===== config.mk =====
export PLATFORM = sky130hd
export DESIGN_NAME = lcd_cmd_host
export DESIGN_NICKNAME = d
export VERILOG_FILES = /design/src/rtl/lcd_pkg.sv /design/src/rtl/lcd_cmd_fifo.sv /design/src/rtl/lcd_cmd_host.sv
export SDC_FILE = /design/constraint.sdc
export NUM_CORES = 1
export LEC_CHECK = 0
export ABC_AREA = 1
export ABC_CLOCK_PERIOD_IN_PS = 2800
export CORE_UTILIZATION = 46
export DETAILED_ROUTE_END_ITERATION = 10
export GPL_TIMING_DRIVEN = 0
export HOLD_SLACK_MARGIN = 0.03
export PLACE_DENSITY = 0.58
export SYNTH_ARGS = -nofsm -noshare
export SYNTH_HDL_FRONTEND = slang
export SYNTH_SLANG_ARGS = --single-unit

===== constraint.sdc =====
create_clock -name clk -period 2.8 [get_ports clk]
set_clock_uncertainty 0.05 [all_clocks]
set_input_delay 0.84 -clock clk [delete_from_list [all_inputs] [get_ports clk]]
set_output_delay 0.84 -clock clk [all_outputs]
set_load 0.005 [all_outputs]

===== src/rtl/lcd_pkg.sv =====
// Shared types and geometry for the LCD host: command codes, host FSM
// states and the image buffer dimensions.
package lcd_pkg;

  localparam int IMG_W  = 8;
  localparam int IMG_H  = 8;
  localparam int PIX_W  = 8;
  localparam int IMG_N  = IMG_W * IMG_H;
  localparam int ADDR_W = $clog2(IMG_N);

  typedef enum logic [2:0] {
    CMD_WRITE    = 3'd0,
    CMD_UP       = 3'd1,
    CMD_DOWN     = 3'd2,
    CMD_LEFT     = 3'd3,
    CMD_RIGHT    = 3'd4,
    CMD_AVG      = 3'd5,
    CMD_MIRROR_X = 3'd6,
    CMD_MIRROR_Y = 3'd7
  } cmd_t;

  typedef enum logic [2:0] {
    ST_IDLE      = 3'd0,
    ST_ISSUE     = 3'd1,
    ST_WAIT_ACK  = 3'd2,
    ST_WAIT_IDLE = 3'd3,
    ST_WAIT_DONE = 3'd4,
    ST_FINISHED  = 3'd5,
    ST_ERROR     = 3'd6
  } host_state_t;

  // Terminal states stop accepting new commands.
  function automatic logic is_terminal(host_state_t s);
    return (s == ST_FINISHED) || (s == ST_ERROR);
  endfunction

endpackage


===== src/rtl/lcd_cmd_fifo.sv =====
// Small synchronous FIFO for the command queue. Pointers carry one extra
// wrap bit so full and empty are distinguished without a counter.
// flush empties the queue in one cycle; it wins over a same-cycle push.
module lcd_cmd_fifo #(
  parameter int DEPTH = 8,
  parameter int W     = 3
) (
  input  logic         clk,
  input  logic         reset,
  input  logic         flush,
  input  logic         push,
  input  logic [W-1:0] din,
  input  logic         pop,
  output logic [W-1:0] dout,
  output logic         full,
  output logic         empty
);

  localparam int AW = $clog2(DEPTH);

  logic [W-1:0] mem [DEPTH];
  logic [AW:0]  wr_ptr;
  logic [AW:0]  rd_ptr;
  logic         do_push;
  logic         do_pop;

  assign full    = (wr_ptr[AW] != rd_ptr[AW]) && (wr_ptr[AW-1:0] == rd_ptr[AW-1:0]);
  assign empty   = (wr_ptr == rd_ptr);
  assign do_push = push && !full;
  assign do_pop  = pop && !empty;
  assign dout    = mem[rd_ptr[AW-1:0]];

  // Storage write; contents need no reset since pointers gate visibility.
  always_ff @(posedge clk) begin
    if (do_push) mem[wr_ptr[AW-1:0]] <= din;
  end

  // Read/write pointer update with synchronous reset and flush.
  always_ff @(posedge clk) begin
    if (reset || flush) begin
      wr_ptr <= '0;
      rd_ptr <= '0;
    end else begin
      if (do_push) wr_ptr <= wr_ptr + 1'b1;
      if (do_pop)  rd_ptr <= rd_ptr + 1'b1;
    end
  end

endmodule


===== src/rtl/lcd_cmd_host.sv =====
// Host-side partner of LCD_CTRL: queues commands, issues them one at a
// time on the cmd/cmd_valid/busy handshake, watches for end of frame and
// captures the controller's IRB write stream into a local 8x8 image.
//
// state        | meaning
// -------------+-----------------------------------------------------
// ST_IDLE      | waiting for a queued command and controller not busy
// ST_ISSUE     | one-cycle cmd_valid strobe, queue head popped
// ST_WAIT_ACK  | waiting for controller to raise busy
// ST_WAIT_IDLE | non-write command running, waiting for busy to drop
// ST_WAIT_DONE | write command running, waiting for done
// ST_FINISHED  | frame written; terminal until reset
// ST_ERROR     | a wait state timed out; terminal until reset
module lcd_cmd_host
  import lcd_pkg::*;
#(
  parameter int FIFO_DEPTH = 8,
  parameter int TIMEOUT    = 255,
  parameter int CNT_W      = 8
) (
  input  logic              clk,
  input  logic              reset,
  input  logic [2:0]        cq_data,
  input  logic              cq_valid,
  output logic              cq_ready,
  output logic [2:0]        cmd,
  output logic              cmd_valid,
  input  logic              busy,
  input  logic              done,
  input  logic              IRB_RW,
  input  logic [5:0]        IRB_A,
  input  logic [7:0]        IRB_D,
  input  logic [5:0]        rd_addr,
  output logic [7:0]        rd_data,
  output logic [CNT_W-1:0]  issued_cnt,
  output logic [6:0]        wr_count,
  output logic [13:0]       checksum,
  output logic              frame_done,
  output logic              timeout_err
);

  localparam int TMR_W = $clog2(TIMEOUT + 1);

  host_state_t      state;
  host_state_t      state_nxt;
  logic [TMR_W-1:0] tmr;
  logic             load_tmr;
  logic             head_is_write;

  logic             fifo_push;
  logic             fifo_pop;
  logic             fifo_flush;
  logic [2:0]       fifo_dout;
  logic             fifo_full;
  logic             fifo_empty;

  logic [PIX_W-1:0] image [IMG_N];

  assign cq_ready   = !fifo_full && !is_terminal(state);
  assign fifo_push  = cq_valid && cq_ready;
  assign fifo_flush = (state == ST_FINISHED);

  lcd_cmd_fifo #(
    .DEPTH (FIFO_DEPTH),
    .W     (3)
  ) u_fifo (
    .clk   (clk),
    .reset (reset),
    .flush (fifo_flush),
    .push  (fifo_push),
    .din   (cq_data),
    .pop   (fifo_pop),
    .dout  (fifo_dout),
    .full  (fifo_full),
    .empty (fifo_empty)
  );

  // State register.
  always_ff @(posedge clk) begin
    if (reset) state <= ST_IDLE;
    else       state <= state_nxt;
  end

  // Next-state and handshake outputs; acknowledgement beats timeout.
  always_comb begin
    state_nxt   = state;
    fifo_pop    = 1'b0;
    load_tmr    = 1'b0;
    cmd_valid   = 1'b0;
    cmd         = 3'd0;
    frame_done  = 1'b0;
    timeout_err = 1'b0;
    case (state)
      ST_IDLE: begin
        if (!fifo_empty && !busy) state_nxt = ST_ISSUE;
      end
      ST_ISSUE: begin
        cmd_valid = 1'b1;
        cmd       = fifo_dout;
        fifo_pop  = 1'b1;
        load_tmr  = 1'b1;
        state_nxt = ST_WAIT_ACK;
      end
      ST_WAIT_ACK: begin
        if (busy) begin
          load_tmr  = 1'b1;
          state_nxt = head_is_write ? ST_WAIT_DONE : ST_WAIT_IDLE;
        end else if (tmr == '0) begin
          state_nxt = ST_ERROR;
        end
      end
      ST_WAIT_IDLE: begin
        if (!busy)            state_nxt = ST_IDLE;
        else if (tmr == '0)   state_nxt = ST_ERROR;
      end
      ST_WAIT_DONE: begin
        if (done)             state_nxt = ST_FINISHED;
        else if (tmr == '0)   state_nxt = ST_ERROR;
      end
      ST_FINISHED: frame_done  = 1'b1;
      ST_ERROR:    timeout_err = 1'b1;
      default:     state_nxt   = ST_IDLE;
    endcase
  end

  // Wait-state timeout: down-counter loaded on entry, expires at zero.
  always_ff @(posedge clk) begin
    if (reset)            tmr <= '0;
    else if (load_tmr)    tmr <= TMR_W'(TIMEOUT - 1);
    else if (tmr != '0)   tmr <= tmr - 1'b1;
  end

  // Remember whether the issued command was a write to pick the wait path.
  always_ff @(posedge clk) begin
    if (reset)                  head_is_write <= 1'b0;
    else if (state == ST_ISSUE) head_is_write <= (fifo_dout == 3'(CMD_WRITE));
  end

  // Saturating count of issued commands.
  always_ff @(posedge clk) begin
    if (reset) issued_cnt <= '0;
    else if (state == ST_ISSUE && issued_cnt != {CNT_W{1'b1}})
      issued_cnt <= issued_cnt + 1'b1;
  end

  // IRB write statistics, active in every state.
  always_ff @(posedge clk) begin
    if (reset) begin
      wr_count <= '0;
      checksum <= '0;
    end else if (!IRB_RW) begin
      if (wr_count != 7'd127) wr_count <= wr_count + 1'b1;
      checksum <= checksum + 14'(IRB_D);
    end
  end

  // Captured image; contents deliberately survive reset.
  always_ff @(posedge clk) begin
    if (!IRB_RW) image[IRB_A] <= IRB_D;
  end

  assign rd_data = image[rd_addr];

endmodule


==> reports/metrics.cfg <==
[route]
dr.pass1.iters = 5
drt_iter0_markers = 1761
drc = 0
via_count = 18200
routed_wl_mm = 74.2
avgRoutedWirePerCell_um = 22.8
viasPerCell = 5.59
ant_nets = 0

[clocking]
cts_sinks = 588
cts_hold_buf = 0
insertion_delay_ps = 630
h-tree-depth = 2
cts_buffers = 60
cts_tree = done
cts_max_path_buffers = 3
clkTransAtPathRegs_ps = 60
cts-root-buf = clkbuf_16

[flow_run]
maxCapViolCount = 0

[final_layout]
drive_gt1_frac = 0.211
instances_no_fill = 3252
final_cell_area_mm2 = 0.0308
post-route-util = 0.582
area_delta_synth_final_pct = 23.9
nNetsFinal = 2559

[synthesis]
ys_ff_latch = 588
yosysWarningCount = 0
synth_fp_nets = 2387
synth.distinct_cells = 32
seq_area_frac_synth = 0.689
synth_area_per_cell_um2 = 10.6
netlist.area_leader.share = 0.647
netlist_top_cells_area = edfxtp_1 65%, nand2_1 12%, nand3_1 9.6%
syn_area_mm2 = 0.0249
yosysTopAreaCell = edfxtp_1
synth_cells = 2344

[worst_hold_path]
hp-class = flop to flop
min_path_cells = 2
min-delay-start = wr_count[6]$_SDFFE_PP0P_
min_to = wr_count[6]$_SDFFE_PP0P_

[setup_path]
endpoint_kind = output pin
reg2reg_depth = 21
reg2reg_slack_ps = 140
crit_fanout = 8
required_ps = 1910
arrival_ps = 2330
r2r-end = head_is_write$_SDFFE_PP0P_
start_kind = input port
path_class = input port to output pin

[sta]
timing.fmax_mhz = 311
hold_viol_final = 0
slew_headroom = 0.376
setup_ws_ps = -419
final-setup-viol-count = 10
post-route-min-period_ps = 3220
drv_slew = 0
worst_pin_slew_ps = 935
rsz0062_at_grt = yes
holdWs_ps = 433
period_share = 1.15

[placed_design]
placed_cells = 3104
dpl_cell_area_mm2 = 0.0265
port_buffers = 67
routabilityCongestion = 0.950
hpwl_mm = 49.9

[global_route]
grt-ovfl-total = 0
globalRouteTotalUtil = 0.270
grt_max_degree = 67
antenna_found_initial = 1
grt_pass1_wl_mm = 107
grt_pass1_vias = 17100

[power_and_ir_drop]
leakagePower_uw = 0.0115
ir_drop_uv = 496
pwr_density_cell_mw_per_mm2 = 650

[floorplan]
core_mm2 = 0.0530
num_io_pins = 73
die_w_um = 235
fp-row-count = 84
dieArea_mm2 = 0.0550
dieHeight_um = 235
start_util = 0.470

[outcome]
violations = setup timing
status = complete, but fails checks

[registers in the layout, indices dropped and copies added, names as in the netlist, named ones only]
| name | count |
|---|---|
| checksum | 14 |
| head_is_write | 1 |
| image | 512 |
| issued_cnt | 8 |
| state | 3 |
| tmr | 8 |
| u_fifo.mem | 24 |
| u_fifo.rd_ptr | 4 |
| u_fifo.wr_ptr | 4 |
| wr_count | 7 |
[cell type report]
class	count	area, um^2
Timing Repair Buffer	110	1200
Clock inverter	32	206
Buffer	119	1260
Tap cell	688	861
Antenna cell	2	5.00
Multi-Input combinational cell	1543	8160
Fill cell	4395	22200
Sequential cell	588	17200
Timing Repair inverter	1	7.51
Inverter	93	382
Clock buffer	76	1580
[worst max-delay path by stage]
stage                     from                        end  slack, ps
finish              rd_addr[0]                 rd_data[5]       -420
global route        rd_addr[0]                 rd_data[3]       -460
CTS                 rd_addr[0]                 rd_data[5]       -770
detailed placement  rd_addr[1]                 rd_data[3]      -2040
global placement      IRB_D[0]  checksum[10]$_SDFFE_PP0N_      -2720
floorplan           rd_addr[0]                 rd_data[2]         80
[where the power goes]
group,switching (uW),internal [uW]
logic,1660,996
clock network,3340,4150
registers,123,9750
[cells in the mapped netlist, drive strengths merged]
cell type,n
a21oi,39
buf,92
edfxtp,536
xnor2,5
fa,1
nor4,1
o21ai,30
nand2,774
o21bai,3
ha,13
nor2,155
inv,93
o22ai,1
dfxtp,52
clkbuf,28
nand4,8
o21a,1
nand3,478
xor2,10
a21o,1
nand3b,1
nor3,17
or2,3
a31oi,2
[timing repair]
action,CTS,global route
pin swaps,18,71
setup endpoints to repair,463,188
resized for setup,381,255
cloned,7,4
buffers inserted,23,9
[routing by layer]
| metal | up-vias | wire length, um | global-route usage |
|---|---|---|---|
| met1 | 8905 | 31300 | 0.369 |
| met2 | 737 | 35200 | 0.435 |
| met3 | 121 | 6180 | 0.0601 |
| met4 | 2 | 1600 | 0.0742 |
| met5 | - | 19 | 0 |
| li1 | 8426 | - | - |
[kinds of logic (layout without fill, tap and decap cells)]
group,count (synthesis),count (layout),synth area share
buf+inv,213,431,0.0377
other cells,0,2,0
compound gates,77,77,0.0163
fa+ha+maj,14,14,0.00735
simple gates,1437,1437,0.244
flops,588,588,0.689
xor+xnor,15,15,0.00528
[critical path, cell delays in order]
cell and delay (ps):
buf_12 130, clkinv_16 80, buf_8 130, buf_12 150, clkbuf_16 180, nand2_4 60
nand3_4 70, nand3_2 70, nand2_1 50, nand2_1 80, nand3_2 130, nand3_2 120
nand2_2 90, buf_6 120
[cell usage in the layout (no fill, tap or decap), types with 9 or more instances in the layout]
cell type	count
nand2_1	714
edfxtp_1	536
nand3_1	333
nand3_2	126
nor2_1	91
inv_1	84
clkbuf_16	67
buf_4	51
nand2_2	51
dfxtp_1	45
clkdlybuf4s50_1	44
buf_6	38
a21oi_1	38
nor2_2	36
nor2_4	28
clkbuf_1	25
o21ai_0	24
buf_12	19
nand3_4	19
buf_8	18
clkinv_1	17
nor3_1	16
ha_1	13
buf_2	12
xor2_1	10
clkbuf_2	9
nand2_4	9
[stage by stage]
stage	setup WS, ps	power [uW]	setup TNS (ps)
global route	-464	20700	-3920
global placement	-2720	12100	-1098670
finish	-419	20000	-3250
CTS	-768	19900	-5210
detailed placement	-2040	12200	-453220
floorplan	79.1	11300	0
Note: power is estimated with default switching activity, not from simulation.
